[config.mk]
export PLATFORM = sky130hd
export DESIGN_NAME = ntt_pass_scheduler_flat
export DESIGN_NICKNAME = d
export VERILOG_FILES = /design/src/rtl/ntt_pass_scheduler_if.sv /design/src/rtl/ntt_pass_scheduler.sv /design/src/flat_wrapper.sv
export SDC_FILE = /design/constraint.sdc
export NUM_CORES = 1
export LEC_CHECK = 0
export CAP_MARGIN = 30
export CORE_MARGIN = 2
export CORE_UTILIZATION = 53
export CTS_CLUSTER_DIAMETER = 100
export CTS_CLUSTER_SIZE = 12
export DETAILED_ROUTE_END_ITERATION = 8
export DONT_BUFFER_PORTS = 1
export PLACE_DENSITY = 0.74
export SLEW_MARGIN = 15
export SYNTH_ARGS = -nofsm -noshare
export SYNTH_HDL_FRONTEND = slang
export SYNTH_SLANG_ARGS = --single-unit
[constraint.sdc]
create_clock -name clk -period 3.17 [get_ports clk]
set_clock_uncertainty 0.05 [all_clocks]
set_input_delay 0.634 -clock clk [delete_from_list [all_inputs] [get_ports clk]]
set_output_delay 0.634 -clock clk [all_outputs]
set_load 0.01 [all_outputs]
[src/rtl/ntt_pass_scheduler_if.sv]
// ntt_pass_scheduler_if: host handshake plus coefficient-RAM / twiddle-ROM bus
// of the NTT pass scheduler.
//   master modport : the scheduler (drives busy/done/result_bank and all
//                    read/write-back controls, samples start/do_scale/stall)
//   slave modport  : host FSM + butterfly array + RAM side
// Host side : start, do_scale, busy, done, result_bank
// RAM side  : stall, rd_en, rd_bank, rd_addr, w_idx, mode, swap,
//             wr_en, wr_bank, wr_addr
interface ntt_pass_scheduler_if #(
  parameter int ROWS     = 16,
  parameter int LUT_SIZE = 1360
);
  localparam int ROW_W  = $clog2(ROWS);
  localparam int WIDX_W = $clog2(LUT_SIZE);

  logic              start;
  logic              do_scale;
  logic              stall;
  logic              busy;
  logic              done;
  logic              result_bank;
  logic              rd_en;
  logic              rd_bank;
  logic [ROW_W-1:0]  rd_addr;
  logic [WIDX_W-1:0] w_idx;
  logic              mode;
  logic              swap;
  logic              wr_en;
  logic              wr_bank;
  logic [ROW_W-1:0]  wr_addr;

  modport master (
    input  start, do_scale, stall,
    output busy, done, result_bank,
    output rd_en, rd_bank, rd_addr, w_idx, mode, swap,
    output wr_en, wr_bank, wr_addr
  );

  modport slave (
    output start, do_scale, stall,
    input  busy, done, result_bank,
    input  rd_en, rd_bank, rd_addr, w_idx, mode, swap,
    input  wr_en, wr_bank, wr_addr
  );
endinterface

[src/rtl/ntt_pass_scheduler.sv]
// ntt_pass_scheduler: sequences the butterfly array through NUM_STAGES
// butterfly passes plus an optional multiply (scaling) pass. Each pass issues
// ROWS row reads, one per non-stalled cycle, ping-ponging between two
// coefficient banks; write-back controls are the read controls delayed by
// PIPE_LAT cycles and aimed at the opposite bank.
// Ports:
//   clk, rst : clock, synchronous active-high reset
//   bus      : ntt_pass_scheduler_if.master (see interface header)
module ntt_pass_scheduler #(
  parameter int ROWS       = 16,
  parameter int NUM_STAGES = 5,
  parameter int LUT_SIZE   = 1360,
  parameter int W_BASE     = 0,
  parameter int PIPE_LAT   = 6
) (
  input  logic clk,
  input  logic rst,
  ntt_pass_scheduler_if.master bus
);
  localparam int ROW_W  = $clog2(ROWS);
  localparam int WIDX_W = $clog2(LUT_SIZE);
  localparam int PASS_W = $clog2(NUM_STAGES + 2);

  typedef enum logic [1:0] {IDLE, ISSUE, DRAIN, FINISH} state_t;

  state_t            state_q, state_d;
  logic [PASS_W-1:0] pass_q;
  logic [PASS_W-1:0] npass_q;   // passes in this transform (P)
  logic [ROW_W-1:0]  row_q;
  logic [WIDX_W-1:0] widx_q;    // last issued twiddle index
  logic              res_q;
  logic              mode_q, swap_q;

  logic [PIPE_LAT-1:0] vld_p;
  logic [ROW_W-1:0]    addr_p [PIPE_LAT];
  logic                bank_p [PIPE_LAT];

  logic              issue;
  logic              last_row;
  logic              drained;
  logic              more_passes;
  logic              scale_pass;
  logic [PASS_W:0]   pass_inc;
  logic [WIDX_W-1:0] widx_now;

  assign issue       = (state_q == ISSUE) && !bus.stall;
  assign last_row    = (row_q == ROW_W'(ROWS - 1));
  // Only the final stage may still hold a write: it completes this cycle,
  // so the next pass can start reading next cycle without a RAW hazard.
  assign drained     = (vld_p[PIPE_LAT-2:0] == '0);
  assign pass_inc    = {1'b0, pass_q} + (PASS_W+1)'(1);
  assign more_passes = pass_inc < {1'b0, npass_q};
  assign scale_pass  = (pass_q == PASS_W'(NUM_STAGES));
  assign widx_now    = WIDX_W'(W_BASE + int'(pass_q) * ROWS + int'(row_q));

  always_comb begin
    state_d = state_q;
    unique case (state_q)
      IDLE:    if (bus.start) state_d = ISSUE;
      ISSUE:   if (issue && last_row) state_d = DRAIN;
      DRAIN:   if (drained) state_d = more_passes ? ISSUE : FINISH;
      FINISH:  state_d = IDLE;
      default: state_d = IDLE;
    endcase
  end

  always_ff @(posedge clk) begin
    if (rst) begin
      state_q <= IDLE;
      pass_q  <= '0;
      npass_q <= '0;
      row_q   <= '0;
      widx_q  <= '0;
      res_q   <= 1'b0;
      mode_q  <= 1'b0;
      swap_q  <= 1'b0;
      vld_p   <= '0;
      for (int i = 0; i < PIPE_LAT; i++) begin
        addr_p[i] <= '0;
        bank_p[i] <= 1'b0;
      end
    end else begin
      state_q <= state_d;
      if (state_q == IDLE && bus.start) begin
        npass_q <= PASS_W'(NUM_STAGES) + PASS_W'(bus.do_scale);
        pass_q  <= '0;
        row_q   <= '0;
      end
      if (issue) begin
        row_q  <= last_row ? '0 : row_q + ROW_W'(1);
        widx_q <= widx_now;
      end
      if (state_q == DRAIN && drained && more_passes)
        pass_q <= pass_inc[PASS_W-1:0];
      if (state_q == FINISH)
        res_q <= npass_q[0];
      // issue -> p0: mode/swap lag rd_en by one cycle to meet RAM/ROM data
      mode_q <= issue && scale_pass;
      swap_q <= issue && scale_pass;
      // p0 .. p(PIPE_LAT-1): write-back delay line
      vld_p     <= {vld_p[PIPE_LAT-2:0], issue};
      addr_p[0] <= row_q;
      bank_p[0] <= ~pass_q[0];
      for (int i = 1; i < PIPE_LAT; i++) begin
        addr_p[i] <= addr_p[i-1];
        bank_p[i] <= bank_p[i-1];
      end
    end
  end

  // The largest twiddle index must fit the ROM; there is no wrap in hardware.
  always_ff @(posedge clk) begin
    if (!rst)
      assert (W_BASE + (NUM_STAGES + 1) * ROWS <= LUT_SIZE)
        else $error("twiddle index range exceeds LUT_SIZE");
  end

  assign bus.busy        = (state_q == ISSUE) || (state_q == DRAIN);
  assign bus.done        = (state_q == FINISH);
  assign bus.result_bank = (state_q == FINISH) ? npass_q[0] : res_q;
  assign bus.rd_en       = issue;
  assign bus.rd_bank     = pass_q[0];
  assign bus.rd_addr     = row_q;
  assign bus.w_idx       = issue ? widx_now : widx_q;
  assign bus.mode        = mode_q;
  assign bus.swap        = swap_q;
  assign bus.wr_en       = vld_p[PIPE_LAT-1];
  assign bus.wr_addr     = addr_p[PIPE_LAT-1];
  assign bus.wr_bank     = bank_p[PIPE_LAT-1];
endmodule
[src/flat_wrapper.sv]
// flat-port wrapper written by rule: the top's interface ports become plain ports
module ntt_pass_scheduler_flat 
#(
  parameter int ROWS       = 16,
  parameter int NUM_STAGES = 5,
  parameter int LUT_SIZE   = 1360,
  parameter int W_BASE     = 0,
  parameter int PIPE_LAT   = 6
)
  (clk, rst, bus_start, bus_do_scale, bus_stall, bus_busy, bus_done, bus_result_bank, bus_rd_en, bus_rd_bank, bus_rd_addr, bus_w_idx, bus_mode, bus_swap, bus_wr_en, bus_wr_bank, bus_wr_addr);
  ntt_pass_scheduler_if #(.ROWS(ROWS), .LUT_SIZE(LUT_SIZE)) bus_i ();
  input  logic clk;
  input  logic rst;
  input wire logic [$bits(bus_i.start)-1:0] bus_start;
  input wire logic [$bits(bus_i.do_scale)-1:0] bus_do_scale;
  input wire logic [$bits(bus_i.stall)-1:0] bus_stall;
  output wire logic [$bits(bus_i.busy)-1:0] bus_busy;
  output wire logic [$bits(bus_i.done)-1:0] bus_done;
  output wire logic [$bits(bus_i.result_bank)-1:0] bus_result_bank;
  output wire logic [$bits(bus_i.rd_en)-1:0] bus_rd_en;
  output wire logic [$bits(bus_i.rd_bank)-1:0] bus_rd_bank;
  output wire logic [$bits(bus_i.rd_addr)-1:0] bus_rd_addr;
  output wire logic [$bits(bus_i.w_idx)-1:0] bus_w_idx;
  output wire logic [$bits(bus_i.mode)-1:0] bus_mode;
  output wire logic [$bits(bus_i.swap)-1:0] bus_swap;
  output wire logic [$bits(bus_i.wr_en)-1:0] bus_wr_en;
  output wire logic [$bits(bus_i.wr_bank)-1:0] bus_wr_bank;
  output wire logic [$bits(bus_i.wr_addr)-1:0] bus_wr_addr;
  assign bus_i.start = bus_start;
  assign bus_i.do_scale = bus_do_scale;
  assign bus_i.stall = bus_stall;
  assign bus_busy = bus_i.busy;
  assign bus_done = bus_i.done;
  assign bus_result_bank = bus_i.result_bank;
  assign bus_rd_en = bus_i.rd_en;
  assign bus_rd_bank = bus_i.rd_bank;
  assign bus_rd_addr = bus_i.rd_addr;
  assign bus_w_idx = bus_i.w_idx;
  assign bus_mode = bus_i.mode;
  assign bus_swap = bus_i.swap;
  assign bus_wr_en = bus_i.wr_en;
  assign bus_wr_bank = bus_i.wr_bank;
  assign bus_wr_addr = bus_i.wr_addr;
  ntt_pass_scheduler #(.ROWS(ROWS), .NUM_STAGES(NUM_STAGES), .LUT_SIZE(LUT_SIZE), .W_BASE(W_BASE), .PIPE_LAT(PIPE_LAT)) u_core (.clk(clk), .rst(rst), .bus(bus_i));
endmodule
==> impl_metrics.tcl, run 1 <==
set metrics [dict create \
    wl_mm 3.407 \
    drive_above_1_share 0.08145 \
    place.gp.congestion 0.7964 \
    floorplan.initialDensity 0.5460 \
    r2r_cells 8 \
    fmax_mhz 369.8 \
    r2r-end "u_core.bus.rd_addr[2]$_SDFFE_PP0P_" \
    crit_path_cell_trace "inv_1, ha_1, nand2b_1, buf_4, clkinv_1, nand2_1, nand2_1" \
    vias 1401 \
    cts.htree.levels 3 \
    path_class "reg -> out" \
    nets 231 \
    status "completed" \
    syn2layout_area_growth_pct 9.002 \
    synth-edff-count 0 \
    utilization 0.5951 \
    critPathLaunchType "flop" \
    critPathBufInv 3 \
    endpoint "bus_w_idx[6]" \
    overflow 0 \
    hold_depth 1 \
    p_sw_mw 0.4660 \
    synthFlopType "dfxtp_1" \
    p_seq_frac 0.481 \
    yosysSeqAreaShare 0.5632 \
    hold_slack_ns 0.3192 \
    cp.required_ns 2.49 \
    worst_slew_pin_slew_ns 0.5417 \
    cts_resized 0 \
    fin_setup_tns_ns 0 \
    die_w_um 67.96 \
    cts_buffers 9 \
    leakage_nw 0.9560 \
    ys_async_sr_fraction 0 \
    clock-root-buffer "clkbuf_8" \
    max_stage_delay_ns 0.38 \
    worst_setup_path_end_kind "output pin" \
    grt_antenna_before_repair 0 \
    diodes 0 \
    post_cts_buffers 0 \
    syn_area_mm2 0.002168 \
    ios 33 \
    netlist_instances 217 \
    final_area_mm2 0.002364 \
    power_frac_clock 0.380 \
    routedWlPerCell_um 12.57 \
    antenna_left 0 \
    powerDensity_mw_per_mm2 737.4 \
    p_int_mw 1.277 \
    period_minus_slack_ns 2.704 \
    peakVddDrop_mv 0.4028 \
    grt_pass1_wl_mm 5.713 \
    ys_warn_count 0 \
    setup_viol_count_final 0 \
    drtPass1Iterations 4 \
    dieArea_mm2 0.004619 \
    finalCritPeriodShare 0.8530 \
    r2r_start "u_core.state_q[1]$_SDFFE_PP0P_" \
    die_h_um 67.96 \
    cp.arrival_ns 2.02 \
    viasPerCell 5.170 \
    grt_pass1_vias 1284 \
    ys_ff_latch 61 \
    slew-limit-headroom 0.6351 \
    cp_top_family "buffers and inverters" \
    drtIter0Drc 86 \
    dp_hpwl_mm 2.217 \
    swShare 0.2674 \
    holdBufCountCts 0 \
    synth_cell_types 34 \
    grt_usage 0.1729 \
    p_comb_frac 0.139 \
    grt_setup_unrepaired "false" \
    hold_class "in -> reg" \
    clkTransAtPathRegs_ns 0.06 \
    placementRows 23 \
    core_area_mm2 0.003971 \
    port_buffers 0 \
    syn_avg_cell_area_um2 9.992 \
    final_max_slew_viol_count 0 \
    cts.path.max_buffers 2 \
    cp.depth 7 \
    drc 0 \
    crit_top_cell "nand2_1" \
    clock_sinks 61 \
    crit_start "u_core.state_q[1]$_SDFFE_PP0P_" \
    hold_viol 0 \
    grt_max_degree 61 \
    critPathSlowestCell "dfxtp_1" \
    clock_latency_ns 0.33 \
    synthesis.nets 232 \
    rrSetupSlack_ns 0.97 \
    cp_max_fo 11 \
    postPlaceCellArea_mm2 0.002171 \
    cts_tree "yes" \
    max-cap-violations 0 \
]
-- metal layers --
layer  track usage  routed length, um  vias to the layer above
met5             0                  0                        -
met4        0.1275                 79                        0
met3       0.06414                243                        9
met2        0.2488               1499                       40
met1        0.2100               1585                      646
li1              -                  -                      706
-- state kept, by name, indices dropped and copies added, names as in the netlist --
signal / count
u_core.bus.rd_addr: 4
u_core.vld_p: 6
u_core.pass_q: 3
u_core.widx_q: 11
u_core.state_q: 2
u_core.npass_q: 3
u_core.res_q: 1
u_core.bus.mode: 1
u_core.addr_p: 24
u_core.bank_p: 6
-- worst register-to-register path: stages, from the launching register on --
cell and delay (ns):
dfxtp_1 0.38, inv_1 0.12, ha_1 0.21, nand2b_1 0.21, buf_4 0.22, clkinv_1 0.27, a21oi_1 0.37, o21ai_0 0.16
a21oi_1 0.14
-- area by class of cell --
cell class | count | area (um2)
clock buffers | 12 | 145.1
clock inverters | 4 | 47.55
fillers | 331 | 1608
inverters | 8 | 30.03
multi-input cells | 135 | 849.6
flip-flops and latches | 61 | 1221
well taps | 50 | 62.56
repair buffers | 1 | 7.507
-- worst min-delay path by stage --
stage                                    start                         endpoint  slack, ns
6_report                                   rst  u_core.addr_p[0][23]$_SDFF_PP0_       0.32
5_1_grt                                    rst          u_core.res_q$_SDFF_PP0_       0.31
4_1_cts                                    rst   u_core.addr_p[0][3]$_SDFF_PP0_       0.30
3_5_place_dp    u_core.addr_p[0][7]$_SDFF_PP0_  u_core.addr_p[0][11]$_SDFF_PP0_       0.38
3_3_place_gp   u_core.addr_p[0][17]$_SDFF_PP0_  u_core.addr_p[0][21]$_SDFF_PP0_       0.37
2_1_floorplan   u_core.addr_p[0][6]$_SDFF_PP0_  u_core.addr_p[0][10]$_SDFF_PP0_       0.36
-- cell usage after synthesis, drive strengths merged (4+ instances only) --
cell type  number  share of area
inv             7          0.012
nor2            8          0.014
nor2b          46           0.13
o21ai           6          0.014
ha             10          0.058
dfxtp          61           0.56
a21oi          10          0.023
nand2          20          0.035
clkbuf          8          0.014
and2            4          0.012
buf             5          0.017
-- logic make-up (layout without fill, tap and decap cells) --
group | after synthesis | count (layout) | share of synthesized area
and+or+nand+nor | 96 | 96 | 0.2499
DFF | 61 | 61 | 0.5632
AOI/OAI and AO/OA | 27 | 27 | 0.07444
buffers and inverters | 21 | 25 | 0.04501
adders and majority gates | 10 | 10 | 0.05770
muxes | 2 | 2 | 0.009809
-- power groups by stage --
stage	sequential, mW	combinational [mW]	clock (mW)
5_1_grt	0.842	0.278	0.708
4_1_cts	0.838	0.245	0.684
6_report	0.838	0.243	0.662
2_1_floorplan	0.844	0.201	0
3_3_place_gp	0.853	0.234	0
3_5_place_dp	0.854	0.243	0
-- placed cells by master, fill, tap and decap left out, drive strengths merged, types with 4 or more instances in the layout --
master	Yosys	final
dfxtp	61	61
o21ai	6	6
a21oi	10	10
clkbuf	8	12
ha	10	10
inv	7	7
and2	4	4
nand2	20	20
nor2b	46	46
nor2	8	8
-- metrics by stage --
stage / total power [mW] / std cells / setup WS (ns)
after global placement: 1.086 / 255 / 0.9058
after floorplan: 1.046 / 217 / 1.059
final: 1.743 / 271 / 0.4660
after detailed placement: 1.098 / 255 / 0.8208
after global routing: 1.828 / 271 / 0.2699
after CTS: 1.766 / 271 / 0.4413
Power figures use the tool's default switching activity.
==> inputs of run 2 (changes only) <==
--- a/config.mk
+++ b/config.mk
@@ -12,6 +12,7 @@
 export CTS_CLUSTER_SIZE = 12
 export DETAILED_ROUTE_END_ITERATION = 8
 export DONT_BUFFER_PORTS = 1
+export MAX_ROUTING_LAYER = met4
 export PLACE_DENSITY = 0.74
 export SLEW_MARGIN = 15
 export SYNTH_ARGS = -nofsm -noshare
==> run 2 against run 1 <==
Compared with the run above:
- global-route usage increased by 0.50 points
- sequential share of layout area did not move
- final cell count unchanged
- critical path depth unchanged
- core utilization unchanged
- worst setup slack improved by 0.0060 ns
- non-clock buffer count stayed put
- power is essentially flat
- largest cell class unchanged
==> impl_metrics.tcl, run 2 (synthesis results as in run 1) <==
set metrics [dict create \
    status "completed" \
    dp_hpwl_mm 2.217 \
    routedWlPerCell_um 12.51 \
    ios 33 \
    reg_top3 "u_core.addr_p (24), u_core.widx_q (11)" \
    diodes 0 \
    drtIter0Drc 77 \
    viasPerCell 5.133 \
    cts_buffers 9 \
    critPathSlowestCell "dfxtp_1" \
    fin_setup_tns_ns 0 \
    largest_reg_flops 24 \
    slew-limit-headroom 0.6317 \
    final_area_mm2 0.002364 \
    final_common_cell "dfxtp_1" \
    overflow 0 \
    final-seq-area_mm2 0.001221 \
    powerDensity_mw_per_mm2 736.6 \
    peakVddDrop_mv 0.3975 \
    period_minus_slack_ns 2.698 \
    drtPass1Iterations 4 \
    vias 1391 \
    antenna_left 0 \
    placementRows 23 \
    clock-root-buffer "clkbuf_8" \
    crit_top_cell "nand2_1" \
    postPlaceCellArea_mm2 0.002171 \
    critPathLaunchType "flop" \
    worst_setup_path_end_kind "output pin" \
    die_h_um 67.96 \
    core_area_mm2 0.003971 \
    grt_setup_unrepaired "false" \
    cts.path.max_buffers 2 \
    cp_max_fo 11 \
    holdBufCountCts 0 \
    drive_above_1_share 0.08145 \
    max-cap-violations 0 \
    leakage_nw 0.9560 \
    syn2layout_area_growth_pct 9.002 \
    clkTransAtPathRegs_ns 0.06 \
    hold_viol 0 \
    multi_input_area_um2 849.6 \
    grt_pass1_vias 1280 \
    final_cell_mix "61 x dfxtp_1, 46 x nor2b_1, 20 x nand2_1" \
    die_w_um 67.96 \
    wl_mm 3.391 \
    crit_path_cell_trace "inv_1, ha_1, nand2b_1, buf_4, clkinv_1, nand2_1, nand2_1" \
    path_class "reg -> out" \
    largest-register "u_core.addr_p" \
    fillCellCount 331 \
    cts.htree.levels 3 \
    nets 231 \
    grt_antenna_before_repair 0 \
    grt_usage 0.1779 \
    cts_resized 0 \
    max_stage_delay_ns 0.38 \
    hold_class "in -> reg" \
    dieArea_mm2 0.004619 \
    drc 0 \
    cts_tree "yes" \
    clock_sinks 61 \
    floorplan.initialDensity 0.5460 \
    setup_viol_count_final 0 \
    port_buffers 0 \
    cp.required_ns 2.49 \
    post_cts_buffers 0 \
    clock_latency_ns 0.33 \
    cp.arrival_ns 2.01 \
    finalCritPeriodShare 0.8511 \
    place.gp.congestion 0.8078 \
    fmax_mhz 370.7 \
    final_max_slew_viol_count 0 \
    grt_pass1_wl_mm 5.713 \
    grt_max_degree 61 \
    worst_slew_pin_slew_ns 0.5467 \
]
==> run 2: power by group <==
part           switching, mW  total, mW  internal, mW
sequential            0.0345      0.838         0.803
combinational          0.152      0.244        0.0916
clock                  0.277      0.659         0.382
==> run 2: path summary, 6_finish.rpt <==
path / startpoint / to / slack, ns / cells after the start
max: u_core.state_q[1]$_SDFFE_PP0P_ / bus_w_idx[6] / 0.47 / 7
min: rst / u_core.addr_p[0][23]$_SDFF_PP0_ / 0.32 / 1
max reg2reg: u_core.state_q[1]$_SDFFE_PP0P_ / u_core.bus.rd_addr[2]$_SDFFE_PP0P_ / 0.97 / 8
min reg2reg: u_core.addr_p[0][18]$_SDFF_PP0_ / u_core.addr_p[0][22]$_SDFF_PP0_ / 0.39 / 1
==> run 2: layer usage <==
metal  up-vias  share of wire  GRT usage
li1        705              -          -
met1       638           0.47     0.2121
met2        40           0.44     0.2488
met3         8          0.066    0.06086
met4         0          0.024     0.1275
met5         -              0          -
==> run 2: metrics by stage <==
step	setup slack (ns)	power (mW)	util	cells	hold slack [ns]
2_1_floorplan	1.059	1.046	-	217	0.3638
3_3_place_gp	0.9058	1.086	0.5466	255	0.3657
3_5_place_dp	0.8208	1.098	0.5466	255	0.3778
4_1_cts	0.4413	1.766	0.5951	271	0.3007
5_1_grt	0.2684	1.828	0.5951	271	0.3092
6_report	0.4721	1.741	0.5951	271	0.3211
==> run 2: worst max-delay path: cells and delay by family (launching register included) <==
family | cells | cell delay, ns
adders and majority gates | 1 | 0.21
buffers and inverters | 3 | 0.60
and+or+nand+nor | 3 | 0.48
DFF | 1 | 0.38
==> run 2: layout make-up <==
class | count | share of cell area
sequential | 61 | 0.5167
timing repair buffer | 1 | 0.003176
clock inverter | 4 | 0.02012
clock buffer | 12 | 0.06141
inverter | 8 | 0.01271
multi-input combinational | 135 | 0.3594
tap | 50 | 0.02647
==> inputs of run 3 (changes only) <==
--- a/config.mk
+++ b/config.mk
@@ -5,15 +5,15 @@
 export SDC_FILE = /design/constraint.sdc
 export NUM_CORES = 1
 export LEC_CHECK = 0
+export BUFFER_PORTS_ARGS = -buffer_cell sky130_fd_sc_hd__buf_2
 export CAP_MARGIN = 30
 export CORE_MARGIN = 2
-export CORE_UTILIZATION = 53
+export CORE_UTILIZATION = 30
 export CTS_CLUSTER_DIAMETER = 100
 export CTS_CLUSTER_SIZE = 12
 export DETAILED_ROUTE_END_ITERATION = 8
-export DONT_BUFFER_PORTS = 1
 export MAX_ROUTING_LAYER = met4
-export PLACE_DENSITY = 0.74
+export PLACE_DENSITY = 0.54
 export SLEW_MARGIN = 15
 export SYNTH_ARGS = -nofsm -noshare
 export SYNTH_HDL_FRONTEND = slang
==> run 3 against run 2 <==
Compared with the run above:
- sequential cell count stayed put
- sequential share of layout area is 4.2 points lower
- worst setup slack worse by 0.029 ns
- first-iteration DRC count is 25% lower
- critical endpoint unchanged
- largest power group unchanged
- highest routed layer unchanged
==> impl_metrics.tcl, run 3 (synthesis results as in run 1) <==
set metrics [dict create \
    cp_max_fo 11 \
    r2r_start "u_core.state_q[1]$_SDFFE_PP0P_" \
    whs_endpoint "u_core.addr_p[0][12]$_SDFF_PP0_" \
    cts.path.max_buffers 2 \
    grt_max_degree 43 \
    overflow 0 \
    leakage_nw 1.124 \
    drc 0 \
    syn2layout_area_growth_pct 18.64 \
    hold_viol 0 \
    r2r_cells 7 \
    final_common_cell "dfxtp_1" \
    max-cap-violations 0 \
    ios 33 \
    clock_latency_ns 0.33 \
    drtIter0Drc 58 \
    drive_above_1_share 0.2087 \
    path_class "reg -> out" \
    grt_setup_unrepaired "false" \
    place.gp.congestion 0.7453 \
    period_minus_slack_ns 2.727 \
    cp.required_ns 2.49 \
    largest-register "u_core.addr_p" \
    die_w_um 89.02 \
    clock_sinks 61 \
    worst_slew_pin_slew_ns 0.4442 \
    powerDensity_mw_per_mm2 666.7 \
    vias 1467 \
    dieArea_mm2 0.007924 \
    p_comb_frac 0.163 \
    postPlaceCellArea_mm2 0.002396 \
    nets 264 \
    reg_top3 "u_core.addr_p (24), u_core.widx_q (11)" \
    rrSetupSlack_ns 1.07 \
    r2r-end "u_core.bus.rd_addr[2]$_SDFFE_PP0P_" \
    antenna_left 0 \
    dp_hpwl_mm 2.564 \
    clock-root-buffer "clkbuf_8" \
    clkTransAtPathRegs_ns 0.07 \
    final_max_slew_viol_count 0 \
    peakVddDrop_mv 0.2359 \
    cts.htree.levels 3 \
    largest_reg_flops 24 \
    p_int_mw 1.194 \
    cts_tree "yes" \
    swShare 0.3040 \
    critPathSlowestCell "dfxtp_1" \
    p_seq_frac 0.487 \
    utilization 0.3725 \
    worst_setup_path_end_kind "output pin" \
    fmax_mhz 366.7 \
    grt_antenna_before_repair 0 \
    p_sw_mw 0.5214 \
    routedWlPerCell_um 10.87 \
    min_from "u_core.addr_p[0][8]$_SDFF_PP0_" \
    wl_mm 3.805 \
    die_h_um 89.02 \
    floorplan.initialDensity 0.3139 \
    core_area_mm2 0.006907 \
    fin_setup_tns_ns 0 \
    hold_class "reg -> reg" \
    crit_top_cell "nand2_1" \
    viasPerCell 4.191 \
    grt_pass1_vias 1337 \
    critPathLaunchType "flop" \
    crit_path_cell_trace "inv_1, ha_1, nand2b_1, clkinv_1, nand2_1, nand2_1, buf_2" \
    placementRows 30 \
    cp.arrival_ns 2.04 \
    setup_viol_count_final 0 \
    final_area_mm2 0.002572 \
    diodes 0 \
    port_buffers 32 \
    crit_start "u_core.state_q[1]$_SDFFE_PP0P_" \
    grt_usage 0.1103 \
    post_cts_buffers 0 \
    holdBufCountCts 0 \
    hold_depth 1 \
    finalCritPeriodShare 0.8602 \
    slew-limit-headroom 0.7019 \
    final_cell_mix "61 x dfxtp_1, 46 x nor2b_1, 32 x buf_2" \
    cts_buffers 9 \
    drtPass1Iterations 4 \
    grt_pass1_wl_mm 6.251 \
    max_stage_delay_ns 0.38 \
    power_frac_clock 0.350 \
    cts_resized 0 \
    status "completed" \
]
==> run 3: worst max path at each step <==
stage          slack (ns)  depth (start not counted)      endpoint
2_1_floorplan        1.06                          5  bus_w_idx[3]
3_3_place_gp         0.81                          5  bus_w_idx[3]
3_5_place_dp         0.70                          6  bus_w_idx[6]
4_1_cts              0.40                          7  bus_w_idx[6]
5_1_grt              0.25                          7  bus_w_idx[0]
6_report             0.44                          7  bus_w_idx[6]
==> run 3: through the flow <==
step	std cells	power, mW	worst slack, ns	hold slack, ns
final	350	1.715	0.4432	0.3832
after floorplan	217	1.046	1.059	0.3638
after global routing	350	1.815	0.2515	0.4040
after detailed placement	334	1.136	0.7029	0.3739
after CTS	350	1.741	0.4038	0.3886
after global placement	334	1.131	0.8075	0.3660
==> run 3: critical path, delay by kind of cell, from the launching register on <==
family	cells	cell delay [ns]
fa+ha+maj	1	0.21
buf+inv	3	0.59
flops	1	0.38
simple gates	3	0.53
==> run 3: final cells by class <==
class                   count  area (um2)
clock inverters             7       52.55
fillers                   739        4334
repair buffers             34       175.2
multi-input cells         135       849.6
well taps                  96       120.1
flip-flops and latches     61        1221
clock buffers               9       123.9
inverters                   8       30.03
==> run 3: power by group through the flow <==
stage / Combinational [mW] / Sequential (mW) / Clock, mW
2_1_floorplan: 0.201 / 0.844 / 0
3_3_place_gp: 0.279 / 0.852 / 0
3_5_place_dp: 0.282 / 0.854 / 0
4_1_cts: 0.285 / 0.835 / 0.621
5_1_grt: 0.316 / 0.840 / 0.659
6_report: 0.280 / 0.835 / 0.601
==> run 3: layer usage <==
layer / vias up / track usage / share of wire / wire length [um]
met2: 33 / 0.1479 / 0.40 / 1525
met5: - / - / 0 / 0
li1: 773 / - / - / -
met1: 657 / 0.1397 / 0.53 / 2025
met4: 0 / 0.05699 / 0.013 / 51
met3: 4 / 0.04801 / 0.053 / 203
